File: src/rtl/teller_dispatcher_pkg.sv
// ---------------------------------------------------------------------------
// teller_dispatcher_pkg
// Shared definitions for the bank teller dispatcher: teller count, default
// ticket width, dispatcher FSM state encoding and small bit helpers used by
// both the top level and the round-robin arbiter.
// ---------------------------------------------------------------------------
package teller_dispatcher_pkg;

    localparam int NUM_TELLERS      = 3;
    localparam int TICKET_W_DEFAULT = 4;

    typedef enum logic [1:0] {
        ST_IDLE  = 2'd0,
        ST_GRANT = 2'd1,
        ST_GAP   = 2'd2
    } disp_state_e;

    // Number of set bits in a three-teller mask.
    function automatic logic [1:0] popcount3(input logic [2:0] v);
        popcount3 = {1'b0, v[0]} + {1'b0, v[1]} + {1'b0, v[2]};
    endfunction

    // Index of the set bit in a one-hot three-teller mask (0 when empty).
    function automatic logic [1:0] onehot3_to_idx(input logic [2:0] oh);
        logic [1:0] idx;
        idx = 2'd0;
        if (oh[1]) idx = 2'd1;
        if (oh[2]) idx = 2'd2;
        return idx;
    endfunction

endpackage

File: src/rtl/teller_dispatcher_arb.sv
// ---------------------------------------------------------------------------
// rr_arbiter3
// Purely combinational round-robin arbiter for three tellers. The search
// starts at the teller following the one granted last and wraps around.
// Ports:
//   req_i   [2:0]  tellers currently requesting a customer
//   last_i  [1:0]  index of the teller granted most recently (0..2)
//   win_o   [2:0]  one-hot winner, all zero when req_i is zero
// ---------------------------------------------------------------------------
module rr_arbiter3
    import teller_dispatcher_pkg::*;
(
    input  logic [2:0] req_i,
    input  logic [1:0] last_i,
    output logic [2:0] win_o
);

    always_comb begin
        win_o = 3'b000;
        case (last_i)
            2'd0: begin
                if      (req_i[1]) win_o = 3'b010;
                else if (req_i[2]) win_o = 3'b100;
                else if (req_i[0]) win_o = 3'b001;
            end
            2'd1: begin
                if      (req_i[2]) win_o = 3'b100;
                else if (req_i[0]) win_o = 3'b001;
                else if (req_i[1]) win_o = 3'b010;
            end
            default: begin
                if      (req_i[0]) win_o = 3'b001;
                else if (req_i[1]) win_o = 3'b010;
                else if (req_i[2]) win_o = 3'b100;
            end
        endcase
    end

endmodule

File: src/rtl/teller_dispatcher.sv
// ---------------------------------------------------------------------------
// teller_dispatcher
// Hands the customer at the head of the ticket queue to the next ready teller.
// Sits between the push-button FSM / queue counter and the wait-time ROM: it
// drives the counter's Down input (pop) and the per-teller activity levels.
// Ports:
//   clk             system clock, all state on the rising edge
//   rst             asynchronous active-low reset
//   push            one-cycle pulse, a customer joined the queue
//   pcount [2:0]    current queue occupancy from the queue counter, 0..7
//   teller_req[2:0] one-cycle pulses, teller t ready for a new customer
//   pop             one-cycle pulse to the queue counter Down input
//   grant [2:0]     one-hot teller served, coincident with pop
//   busy [2:0]      teller t has a customer and has not asked for another
//   serving_ticket  ticket last given to each teller, teller t at [t*W +: W]
//   next_ticket     ticket number of the queue head
//   active_tellers  number of busy tellers, 0..3
// ---------------------------------------------------------------------------
module teller_dispatcher
    import teller_dispatcher_pkg::*;
#(
    parameter int TICKET_W   = TICKET_W_DEFAULT,
    parameter int GAP_CYCLES = 2
) (
    input  logic                  clk,
    input  logic                  rst,
    input  logic                  push,
    input  logic [2:0]            pcount,
    input  logic [2:0]            teller_req,
    output logic                  pop,
    output logic [2:0]            grant,
    output logic [2:0]            busy,
    output logic [3*TICKET_W-1:0] serving_ticket,
    output logic [TICKET_W-1:0]   next_ticket,
    output logic [1:0]            active_tellers
);

    localparam int CNT_W = (GAP_CYCLES > 1) ? $clog2(GAP_CYCLES) : 1;
    localparam logic [CNT_W-1:0] GAP_LOAD = CNT_W'((GAP_CYCLES > 0) ? GAP_CYCLES - 1 : 0);

    disp_state_e state_q, state_d;
    logic [CNT_W-1:0] gap_q, gap_d;

    logic [2:0] pending_q, pending_d;
    logic [2:0] busy_q, busy_d;
    logic [2:0] grant_q, grant_d;
    logic       pop_q, pop_d;
    logic [1:0] last_q, last_d;
    logic [1:0] active_q, active_d;
    logic [TICKET_W-1:0]   head_q, head_d;
    logic [TICKET_W-1:0]   tail_q, tail_d;
    logic [3*TICKET_W-1:0] serv_q, serv_d;

    logic [2:0] req_eff;
    logic [2:0] win;
    logic       take;

    // A request arriving on the deciding edge counts immediately, which gives
    // the one-cycle request-to-pop latency out of IDLE.
    assign req_eff = pending_q | teller_req;

    rr_arbiter3 u_arb (
        .req_i  (req_eff),
        .last_i (last_q),
        .win_o  (win)
    );

    // ---------------- FSM: next state ----------------
    always_comb begin
        state_d = state_q;
        gap_d   = gap_q;
        take    = 1'b0;
        case (state_q)
            ST_IDLE: begin
                if ((req_eff != 3'b000) && (pcount != 3'd0)) begin
                    take    = 1'b1;
                    state_d = ST_GRANT;
                end
            end
            ST_GRANT: begin
                if (GAP_CYCLES == 0) begin
                    state_d = ST_IDLE;
                end else begin
                    state_d = ST_GAP;
                    gap_d   = GAP_LOAD;
                end
            end
            ST_GAP: begin
                if (gap_q == '0) state_d = ST_IDLE;
                else             gap_d   = gap_q - 1'b1;
            end
            default: state_d = ST_IDLE;
        endcase
    end

    always_ff @(posedge clk or negedge rst) begin
        if (!rst) begin
            state_q <= ST_IDLE;
            gap_q   <= '0;
        end else begin
            state_q <= state_d;
            gap_q   <= gap_d;
        end
    end

    // ---------------- Datapath: tickets, pending, busy ----------------
    // All effects of a grant are registered on the edge that enters GRANT,
    // so pop, grant, busy and serving_ticket become visible together.
    always_comb begin
        pending_d = pending_q | teller_req;
        busy_d    = busy_q & ~teller_req;
        serv_d    = serv_q;
        head_d    = head_q;
        tail_d    = tail_q;
        last_d    = last_q;
        pop_d     = take;
        grant_d   = take ? win : 3'b000;

        // A full queue only accepts a new customer while one is leaving.
        if (push && ((pcount != 3'd7) || pop_q)) begin
            tail_d = tail_q + 1'b1;
        end

        if (take) begin
            pending_d = pending_d & ~win;
            busy_d    = busy_d | win;
            head_d    = head_q + 1'b1;
            last_d    = onehot3_to_idx(win);
            for (int t = 0; t < NUM_TELLERS; t++) begin
                if (win[t]) serv_d[t*TICKET_W +: TICKET_W] = head_q;
            end
        end

        active_d = popcount3(busy_d);
    end

    always_ff @(posedge clk or negedge rst) begin
        if (!rst) begin
            pending_q <= 3'b000;
            busy_q    <= 3'b000;
            grant_q   <= 3'b000;
            pop_q     <= 1'b0;
            last_q    <= 2'd2;      // "last" = teller three, so search starts at teller one
            active_q  <= 2'd0;
            head_q    <= '0;
            tail_q    <= '0;
            serv_q    <= '0;
        end else begin
            pending_q <= pending_d;
            busy_q    <= busy_d;
            grant_q   <= grant_d;
            pop_q     <= pop_d;
            last_q    <= last_d;
            active_q  <= active_d;
            head_q    <= head_d;
            tail_q    <= tail_d;
            serv_q    <= serv_d;
        end
    end

    assign pop            = pop_q;
    assign grant          = grant_q;
    assign busy           = busy_q;
    assign serving_ticket = serv_q;
    assign next_ticket    = head_q;
    assign active_tellers = active_q;

endmodule

File: config.mk
export PLATFORM = sky130hd
export DESIGN_NAME = teller_dispatcher
export DESIGN_NICKNAME = d
export VERILOG_FILES = /design/src/rtl/teller_dispatcher_pkg.sv /design/src/rtl/teller_dispatcher_arb.sv /design/src/rtl/teller_dispatcher.sv
export SDC_FILE = /design/constraint.sdc
export NUM_CORES = 1
export LEC_CHECK = 0
export ABC_AREA = 1
export CORE_MARGIN = 4
export CORE_UTILIZATION = 44
export CTS_CLUSTER_DIAMETER = 80
export DETAILED_ROUTE_END_ITERATION = 8
export PLACE_DENSITY_LB_ADDON = 0.3
export RECOVER_POWER = 100
export SYNTH_ARGS = -nofsm -noshare
export SYNTH_HDL_FRONTEND = slang
export SYNTH_SLANG_ARGS = --single-unit
File: constraint.sdc
create_clock -name clk -period 1.9 [get_ports clk]
set_input_delay 0.19 -clock clk [delete_from_list [all_inputs] [get_ports clk]]
set_output_delay 0.19 -clock clk [all_outputs]
set_load 0.03 [all_outputs]
Yosys cells after proc, flatten, opt, wreduce, memory -nomap -nowiden
Index checks and enable logic that the tools add are counted.
- register bits after elaboration: 33
- bits of input ports: 9
- output and inout port bits: 25
- logic and storage cells: 59
- add/sub/neg operators: 4
- equal/unequal tests: 5
- muxes and demuxes: 22
- bitwise logic cells: 6
- reduce and logical (&&, ||, !) cells: 10
- operators by type and width (cell ; number):
    3-bit two-way mux ; 10
    2-bit two-way mux ; 4
    2-bit AND reduction ; 4
    3-bit AND ; 2
    3-bit inverter ; 2
    3-bit OR ; 2
    2-bit one-hot mux with 3 select lines ; 1
    3-bit one-hot mux with 2 select lines ; 1
    3-bit nonzero test ; 2
    1-bit two-way mux ; 5
    4-bit by 1-bit adder with 4-bit output (second input constant) ; 1
    2-bit by 1-bit == test with 1-bit output (second input constant) ; 2
    2-bit logical NOT ; 2
    2-bit inequality test (second input constant) ; 2
    1-bit by 1-bit adder with 2-bit output ; 1
    2-bit by 1-bit adder with 2-bit output ; 1
    2-bit == test (second input constant) ; 1
    1-bit one-hot mux with 2 select lines ; 1
    2-bit nonzero test ; 1
    1-bit logical AND ; 1
    1-bit subtractor (second input constant) ; 1

Logic depth before layout (Yosys ltp)
Gate-level depths: netlist of run 1.
- depth after elaboration: 9
- depth in mapped cells: 10
- gate-level depth less buffers: 10

Cells and area by module
Synthesis of run 1 repeated with hierarchy kept, for this count alone.
- cell total of the unflattened synthesis: 156
- area total of the unflattened synthesis: 1440.1 µm²
- modules (own cells, without submodules) (module ; times used ; cells an instance ; area each (µm²) ; seq. area each (µm²)):
    teller_dispatcher ; 1 ; 141 ; 1361.3 ; 827.0
    rr_arbiter3 ; 1 ; 15 ; 78.8 ; 0.0

Worst setup path after synthesis of run 1
No wires, ideal clock.
- path type: register to register
- start: register state_q[0]
- end: register active_q[0], in the netlist active_tellers[0]
- data arrival time: 1684 ps
- required time: 1786 ps
- path slack: 102 ps
- cell stages (with the launch flop): 9
- buffers on the path: 1
- clock period less this slack: 1798 ps
- cells stage by stage: dfrtp_1 > inv_1 > ha_1 > nand3_2 > buf_6 > nor2_4 > nor2_2 > fa_1 > inv_1
- cells in the longest elaborated chain, start to end: 5
- RTL lines (what ; RTL line ; source):
    from (decl) ; teller_dispatcher.sv:41 ; disp_state_e state_q, state_d;
    from (signal assigned) ; teller_dispatcher.sv:101 ; state_q <= state_d;
    2-bit logical NOT * ; teller_dispatcher.sv:73 ; case (state_q)
    1-bit two-way mux * ; teller_dispatcher.sv:73 ;
    3-bit two-way mux * ; teller_dispatcher.sv:124 ; if (take) begin
    1-bit by 1-bit adder with 2-bit output ; teller_dispatcher_pkg.sv:20 ; popcount3 = {1'b0, v[0]} + {1'b0, v[1]} + {1'b0, v[2]};
    2-bit by 1-bit adder with 2-bit output * ; teller_dispatcher_pkg.sv:20 ;
    via active_d[0] ; teller_dispatcher.sv:49 ; logic [1:0] active_q, active_d;
    to (signal assigned) ; teller_dispatcher.sv:154 ; active_q <= active_d;
    to (decl) ; teller_dispatcher.sv:49 ;
Mark *: on every way through the listed nets, which the timed path passes. The rest lies on a longest branch.
A chain may end at the register's enable or synchronous reset.

Final worst setup path of run 1
- start: register state_q[1]
- end: register active_q[0], in the netlist active_tellers[0]
The elaborated chain is that of the path after synthesis.

==> summary.txt, run 1 <==
RUN STATUS
----------------------------------------------------------------------------------------
Outcome                                                                     finished, final reports clean

FLOORPLANNING
----------------------------------------------------------------------------------------
Area of the die                                                             0.004278 mm^2
Height of the die                                                               65.41 um
Core region area                                                            0.003103 mm^2
Initial core utilization                                                          46.73%
Number of rows in the core area                                                       20
Die width                                                                       65.41 um
I/O Pins                                                                              34

PLACE
----------------------------------------------------------------------------------------
# port buffers                                                                        32
Detail Placement HPWL                                                            2315 um
Final weighted congestion of routability-driven global placement                  0.7739
Cell Area, Placed                                                           0.001901 mm^2
Placed Instances                                                                     241

POWER
----------------------------------------------------------------------------------------
Proportion of power drawn by the clock network                                     11.4%
Switching share of total power                                                    45.60%
Internal power component                                                      0.001923 W
Peak VDD IR                                                                  0.0008425 V
Comb power frac                                                                    54.3%
Sequential fraction of design power                                                34.3%
Total power per unit cell area                                              1825 mW/mm^2
Static leakage                                                                  1.009 nW
Power spent charging and discharging nets                                     0.001612 W

STA
----------------------------------------------------------------------------------------
Portion of the clock cycle consumed by the worst path in the final layout         93.02%
Slew Limit Fails                                                                       0
Clock period minus worst slack                                                  1.767 ns
Slew at the pin closest to its max-slew limit                                  0.8008 ns
Final setup violating endpoints                                                        0
Maximum achievable frequency                                                   565.8 MHz
Final hold violation count                                                             0
Worst clock skew                                                              0.01312 ns
Setup repair after global routing missed its margin                                   no
Normalized max-slew margin                                                        46.61%

FINAL LAYOUT
----------------------------------------------------------------------------------------
Layout Cells excl Fill                                                               249
Number of nets in the layout                                                         219
Post-route core utilization                                                       62.42%
Fill cell total of the finished layout                                               309
Layout Cell Area excl Fill                                                  0.001937 mm^2
Fraction of final layout cells with drive strength greater than 1                 16.10%
Ant. Diodes                                                                            0
Signed area change from the synthesized netlist to the final layout               33.56%

WORST SETUP PATH
----------------------------------------------------------------------------------------
Worst path top cell family by delay                                          adder cells
Maximum fanout encountered on the critical timing path                                 4
Crit start category                                                                 flop
Slowest-stage cell, CP                                                      sky130_fd_sc_hd__fa_1
Arrival time at the worst endpoint                                               2.00 ns
Stage delay of the slowest cell on the critical path                             0.54 ns
Endpoint class of the critical path                                                 flop
List of cells traversed by the critical path                                inv_1, ha_2, nand3_2, nor2_4, nor2_1, fa_1, inv_1
Top cell by count, worst path                                               sky130_fd_sc_hd__inv_1
Number of buffer and inverter stages on the critical path                              2
WS Path Type                                                                  reg -> reg
Required time at the endpoint of the critical path                               2.13 ns

DRT
----------------------------------------------------------------------------------------
Initial drt markers                                                                   49
First-pass iteration count of the detailed router                                      4
Number of nets still failing antenna checks after routing                              0
Remaining routing DRC violations                                                       0
WL final                                                                         3032 um
Via/cell ratio                                                                     4.643
Wire length per cell                                                            12.18 um
Via total after detailed routing                                                    1156

CLOCKING
----------------------------------------------------------------------------------------
Bufs on Longest Clock Path                                                             2
Clock tree root driver cell                                                 sky130_fd_sc_hd__clkbuf_4
Reg clk slew, reported paths                                                     0.09 ns
# clock sinks                                                                         33
CTS buffer count                                                                       5
Clock insertion delay at the later pin of the skew report                        0.33 ns
Post-CTS Setup Inserts                                                                 0
H-tree levels                                                                          2
Number of cells upsized or downsized after cts                                         0
Cts hold-fix bufs                                                                      0
TritonCTS clock tree                                                               built

JOB
----------------------------------------------------------------------------------------
Max Cap Viol                                                                           0

SYNTHESIS
----------------------------------------------------------------------------------------
Gate count of the mapped netlist                                                     154
Average footprint of a synthesized cell                                       9.417 um^2
Fraction of the yosys area taken by sequential cells                              57.03%
Number of storage elements in the synthesis netlist                                   33
Mapped cell area                                                            0.001450 mm^2
Yosys warns                                                                            0
Post-synthesis cell type count                                                        20
Post-Synthesis Net Count                                                             169

GLOBAL ROUTING
----------------------------------------------------------------------------------------
Maximum number of pins on one net before global-route repair                          34
Remaining global-route overflow                                                        0
Total global routing track utilization                                            17.06%
Initial antenna violation count                                                        0
Number of global-route vias before repair                                           1180
Global-route wire length before repair                                           5499 um

HOLD PATH
----------------------------------------------------------------------------------------
Class of the worst hold path                                                 in -> async

==> metal layers <==
metal | share of wire (%) | wire, um | GRT usage [%] | vias up
li1 | - | - | - | 571
met1 | 41 | 1240 | 20.24 | 542
met2 | 51 | 1546 | 28.07 | 34
met3 | 5.5 | 166 | 4.957 | 9
met4 | 2.6 | 78 | 8.549 | 0
met5 | 0 | 0 | 0 | -
==> path summary, 6_finish.rpt <==
kind | startpoint | end | slack (ns) | cells past startpoint
min reg2reg | serving_ticket[11] | serving_ticket[11] | 0.48 | 2
min | rst | active_tellers[1] | 0.47 | 2
max | state_q[1] | active_tellers[0] | 0.13 | 7
max in group asynchronous | rst | state_q[1] | 0.91 | 2
max reg2reg | state_q[1] | active_tellers[0] | 0.13 | 7
min in group clk | serving_ticket[11] | serving_ticket[11] | 0.48 | 2
==> registers in the layout, indices dropped and copies added (netlist names) <==
signal	flops
last_q	2
state_q	2
gap_q	1
grant	3
next_ticket	4
pop	1
busy	3
active_tellers	2
pending_q	3
serving_ticket	12
==> cell usage after synthesis <==
cell,number,share of area (%)
sky130_fd_sc_hd__nor2_1,11,2.8
sky130_fd_sc_hd__inv_2,4,1.0
sky130_fd_sc_hd__inv_1,14,3.6
sky130_fd_sc_hd__ha_1,5,4.3
sky130_fd_sc_hd__nor2_2,5,2.2
sky130_fd_sc_hd__nand3_1,8,2.8
sky130_fd_sc_hd__nand3_2,3,2.1
sky130_fd_sc_hd__o21ai_2,1,0.60
sky130_fd_sc_hd__nand2_1,51,13
sky130_fd_sc_hd__dfstp_2,1,1.8
sky130_fd_sc_hd__o21ai_0,1,0.34
sky130_fd_sc_hd__buf_6,2,1.6
sky130_fd_sc_hd__fa_1,1,1.4
sky130_fd_sc_hd__xnor2_1,2,1.2
sky130_fd_sc_hd__dfrtp_1,32,55
sky130_fd_sc_hd__nand2_2,3,1.3
sky130_fd_sc_hd__o21ai_1,6,2.1
sky130_fd_sc_hd__xor2_1,1,0.60
sky130_fd_sc_hd__nor2_4,2,1.6
sky130_fd_sc_hd__a21oi_1,1,0.34
==> power by group through the flow <==
stage,logic (W),registers (W),clock network (W)
after CTS,0.00207,0.00123,0.000418
after global placement,0.00199,0.00122,0
after global routing,0.00214,0.00127,0.000453
final,0.00192,0.00121,0.000401
after floorplan,0.000822,0.00165,0
after detailed placement,0.00206,0.00124,0
==> worst register-to-register path, delay by kind of cell (launching register included) <==
kind / cells / cell delay [ns]
adders and majority gates: 2 / 0.75
buffers and inverters: 2 / 0.15
DFF: 1 / 0.41
and+or+nand+nor: 3 / 0.38
==> layout make-up <==
class | count | area (um^2) | share of cell area (%)
clock buffer | 8 | 58.81 | 3.036
inverter | 18 | 67.56 | 3.488
multi-input combinational | 101 | 528.0 | 27.26
sequential | 33 | 827.0 | 42.70
tap | 44 | 55.05 | 2.842
timing repair buffer | 45 | 400.4 | 20.67
==> stage by stage <==
step | hold WS, ns | power (W) | TNS [ns] | setup WS (ns)
2_1_floorplan | -0.1056 | 0.002473 | 0 | 0.1022
6_report | 0.4745 | 0.003535 | 0 | 0.1327
3_5_place_dp | 0.4583 | 0.003299 | -0.09600 | -0.09600
5_1_grt | 0.5055 | 0.003861 | 0 | 0.01261
3_3_place_gp | 0.4575 | 0.003207 | -0.04726 | -0.04726
4_1_cts | 0.2614 | 0.003716 | 0 | 0.09986
==> layout by cell type (no fill, tap or decap) <==
master	netlist	routed
sky130_fd_sc_hd__nand2_1	51	51
sky130_fd_sc_hd__dfrtp_1	32	32
sky130_fd_sc_hd__dlygate4sd3_1	0	23
sky130_fd_sc_hd__inv_1	14	14
sky130_fd_sc_hd__nor2_1	11	12
sky130_fd_sc_hd__nand3_1	8	9
sky130_fd_sc_hd__clkdlybuf4s50_1	0	9
sky130_fd_sc_hd__buf_4	0	7
sky130_fd_sc_hd__o21ai_0	1	6
sky130_fd_sc_hd__clkbuf_4	0	6
sky130_fd_sc_hd__clkbuf_1	0	6
sky130_fd_sc_hd__nor2_2	5	4
sky130_fd_sc_hd__inv_2	4	4
sky130_fd_sc_hd__ha_1	5	4
sky130_fd_sc_hd__nand2_2	3	3
sky130_fd_sc_hd__nand3_2	3	2
sky130_fd_sc_hd__nor2_4	2	2
sky130_fd_sc_hd__xnor2_1	2	2
sky130_fd_sc_hd__o21ai_2	1	1
sky130_fd_sc_hd__a21oi_1	1	1
sky130_fd_sc_hd__o21ai_1	6	1
sky130_fd_sc_hd__xor2_1	1	1
sky130_fd_sc_hd__fa_1	1	1
sky130_fd_sc_hd__ha_2	0	1
sky130_fd_sc_hd__clkbuf_8	0	1
sky130_fd_sc_hd__dfstp_2	1	1
sky130_fd_sc_hd__clkbuf_2	0	1
==> kinds of logic after synthesis <==
logic type | after synthesis | share of synthesized area [%]
flops | 33 | 57.03
xor+xnor | 3 | 1.812
buf+inv | 20 | 6.212
simple gates | 83 | 25.88
compound gates | 9 | 3.365
fa+ha+maj | 6 | 5.695
Note: power is estimated with default switching activity, not from simulation.
==> run 2, diff against run 1 <==
- ABC_AREA: 1 -> 0
- CORE_UTILIZATION: 44 -> 43
- GPL_ROUTABILITY_DRIVEN: default -> 0
==> summary.txt, run 2 <==
SYNTHESIS
----------------------------------------------------------------------------------------
Post-synthesis mux area share                                                     12.65%   +13 points
Gate count of the mapped netlist                                                     103   -33%
Post-synthesis adder-cell area fraction                                           5.841%   +0.15 points
Post-synthesis cell type count                                                        29   +45%
Compound-cell area share of the yosys netlist                                     8.850%   +5.5 points
Dominant combinational cell family by area after synthesis                  multiplexers
Synth area leader                                                           sky130_fd_sc_hd__dfrtp_1
Xor/xnor share of the synthesized area                                            1.858%   +0.047 points
Main area contributors after synthesis                                      sky130_fd_sc_hd__dfrtp_1 (57%), sky130_fd_sc_hd__mux2_2 (12%), sky130_fd_sc_hd__ha_1 (4.4%)
Area fraction in and, or, nand and nor cells after synthesis                      9.646%   -16 points
Share of async-settable or async-resettable flops after synthesis                 100.0%   unchanged
Leading cell type by number of instances after synthesis                    sky130_fd_sc_hd__dfrtp_1
Number of storage elements in the synthesis netlist                                   33   unchanged
Post-Synthesis Net Count                                                             118   -30%
Average footprint of a synthesized cell                                       13.73 um^2   +46%
Mapped cell area                                                            0.001414 mm^2   -2.5%
Number of enable-type register cells in the synthesized netlist                        0   unchanged
Top_reg_cell synth                                                          sky130_fd_sc_hd__dfrtp_1
Fraction of post-synthesis cell area in the top cell type by area                 56.64%   +1.4 points
Fraction of the yosys area taken by sequential cells                              58.50%   +1.5 points
Yosys warns                                                                            0   unchanged
Most common library cells after synthesis                                   sky130_fd_sc_hd__dfrtp_1 (32), sky130_fd_sc_hd__mux2_2 (15), sky130_fd_sc_hd__inv_1 (10)

JOB
----------------------------------------------------------------------------------------
Max Cap Viol                                                                           0   unchanged

FINAL LAYOUT
----------------------------------------------------------------------------------------
Fraction of final layout cells with drive strength greater than 1                 30.19%   +14 points
Number of nets in the layout                                                         173   -21%
Most frequent cells in the layout                                           sky130_fd_sc_hd__dfrtp_1 (32), sky130_fd_sc_hd__dlygate4sd3_1 (26), sky130_fd_sc_hd__mux2_2 (15)
Layout Cell Area excl Fill                                                  0.001968 mm^2   +1.6%
Ant. Diodes                                                                            0   unchanged
Max FFs per register                                                                  12   unchanged
Leading cell type in the layout, fill and taps excluded                     sky130_fd_sc_hd__dfrtp_1
Signed area change from the synthesized netlist to the final layout               39.20%

WORST SETUP PATH
----------------------------------------------------------------------------------------
Worst R2R Path Depth                                                                   9   +2
Required time at the endpoint of the critical path                               2.13 ns   about the same
Arrival time at the worst endpoint                                               2.04 ns   +0.04 ns
Endpoint class of the critical path                                                 flop
Stage delay of the slowest cell on the critical path                             0.47 ns   -0.07 ns
Start point of the critical path                                              state_q[0]
Reg-to-reg slack, setup                                                          0.09 ns   -0.04 ns
Capturing element of the worst setup path                                   active_tellers[0]
Maximum fanout encountered on the critical timing path                                 3   -1
Stages on the worst setup path                                                         9   +2
RR Endpoint                                                                 active_tellers[0]
Slowest-stage cell, CP                                                      sky130_fd_sc_hd__fa_1
Crit start category                                                                 flop
Beginning of the worst register-to-register path                              state_q[0]
List of cells traversed by the critical path                                inv_2, ha_4, o31ai_4, clkbuf_1, nor2b_4, nand3b_2, o21a_1, fa_1, inv_1
Worst path top cell family by delay                                          adder cells
Number of buffer and inverter stages on the critical path                              3   +1
WS Path Type                                                                  reg -> reg

STA
----------------------------------------------------------------------------------------
Maximum achievable frequency                                                   551.9 MHz   -2.5%
Setup repair after global routing missed its margin                                   no
Normalized max-slew margin                                                        47.61%   +0.99 points
Portion of the clock cycle consumed by the worst path in the final layout         95.36%   +2.3 points
Slew Limit Fails                                                                       0   unchanged
Final hold violation count                                                             0   unchanged
Worst clock skew                                                             0.008654 ns   -0.004466 ns
Final setup violating endpoints                                                        0   unchanged
Slew at the pin closest to its max-slew limit                                  0.7859 ns   -0.01491 ns
Clock period minus worst slack                                                  1.812 ns   +0.04450 ns

CLOCKING
----------------------------------------------------------------------------------------
Reg clk slew, reported paths                                                     0.10 ns   about the same
Clock tree root driver cell                                                 sky130_fd_sc_hd__clkbuf_4
TritonCTS clock tree                                                               built
# clock sinks                                                                         33   unchanged
Cts hold-fix bufs                                                                      0   unchanged
CTS buffer count                                                                       5   unchanged
Bufs on Longest Clock Path                                                             2   unchanged
Clock insertion delay at the later pin of the skew report                        0.33 ns   about the same
H-tree levels                                                                          2   unchanged

DRT
----------------------------------------------------------------------------------------
First-pass iteration count of the detailed router                                      4   unchanged
Remaining routing DRC violations                                                       0   unchanged
Initial drt markers                                                                   34   -31%
Wire length per cell                                                            12.60 um   +3.5%
WL final                                                                         2558 um   -16%
Number of nets still failing antenna checks after routing                              0   unchanged
Via/cell ratio                                                                     4.700   +1.2%
Via total after detailed routing                                                     954   -17%

POWER
----------------------------------------------------------------------------------------
Total power per unit cell area                                              1888 mW/mm^2   +3.5%
Total design power                                                            0.003717 W   +5.1%
Peak VDD IR                                                                  0.0006703 V   -20%
Static leakage                                                                 0.9151 nW   -9.3%

FLOORPLANNING
----------------------------------------------------------------------------------------
Height of the die                                                               65.34 um   -0.11%
Number of rows in the core area                                                       20   unchanged
Die width                                                                       65.34 um   -0.11%
Area of the die                                                             0.004269 mm^2   -0.21%
I/O Pins                                                                              34   unchanged
Initial core utilization                                                          45.56%   -1.2 points
Core region area                                                            0.003103 mm^2   unchanged

GLOBAL ROUTING
----------------------------------------------------------------------------------------
Global-route wire length before repair                                           4526 um   -18%
Total global routing track utilization                                            14.12%   -2.9 points
Initial antenna violation count                                                        0   unchanged
Maximum number of pins on one net before global-route repair                          34   unchanged
Remaining global-route overflow                                                        0   unchanged
Number of global-route vias before repair                                            971   -18%

PLACE
----------------------------------------------------------------------------------------
# port buffers                                                                        32   unchanged
Cell Area, Placed                                                           0.001909 mm^2   +0.46%
Detail Placement HPWL                                                            1956 um   -16%

HOLD PATH
----------------------------------------------------------------------------------------
Class of the worst hold path                                                 in -> async

RUN STATUS
----------------------------------------------------------------------------------------
Outcome                                                                     finished, final reports clean

run 2: worst min path at each step:
stage	start	endpoint	slack (ns)	cells after the start
floorplan	rst	active_tellers[0]	-0.11	0
global placement	serving_ticket[11]	serving_ticket[11]	0.49	1
detailed placement	busy[1]	busy[1]	0.50	1
CTS	rst	state_q[0]	0.24	2
global route	rst	gap_q	0.51	2
finish	rst	gap_q	0.45	2
run 2: final cells by class:
type / instances / area [um^2]
clock buffer: 5 / 37.54
clock inverter: 3 / 17.52
fill: 280 / 1135
inverter: 10 / 37.54
multi-input combinational: 60 / 566.8
sequential: 33 / 827.0
tap: 44 / 55.05
timing repair buffer: 48 / 426.7
run 2: logic make-up (layout without fill, tap and decap cells):
| family | after synthesis | in the layout |
|---|---|---|
| xor+xnor | 3 | 3 |
| buf+inv | 10 | 66 |
| flops | 33 | 33 |
| simple gates | 18 | 18 |
| compound gates | 17 | 17 |
| fa+ha+maj | 6 | 6 |
| mux | 16 | 16 |
run 2: metrics by stage:
step | setup WS, ns | utilization [%] | std cells | hold WS [ns] | setup TNS, ns
global route | 0.01720 | 63.43 | 203 | 0.5114 | 0
global placement | -0.07950 | 61.53 | 195 | 0.4865 | -0.07950
detailed placement | -0.1200 | 61.53 | 195 | 0.4953 | -0.1200
floorplan | 0.006221 | - | 103 | -0.1056 | 0
finish | 0.08820 | 63.43 | 203 | 0.4514 | 0
CTS | 0.01786 | 63.55 | 203 | 0.2388 | 0
run 2: per-layer routing:
layer	wire (um)	up-vias	GRT usage, %
li1	-	471	-
met1	1070	455	15.68
met2	1287	21	23.64
met3	146	7	5.299
met4	55	0	6.995
met5	0	-	0
run 2: power by group:
part / leakage (nW) / internal (W) / switching, W
Clock: 0.0310 / 0.000139 / 0.000234
Combinational: 0.488 / 0.000954 / 0.00112
Sequential: 0.396 / 0.00105 / 0.000216
Total: 0.915 / 0.00214 / 0.00157
run 2: what timing repair did:
item,CTS,global route
gates resized for setup,2,3
endpoints found under the setup margin,1,1
setup buffers,0,0
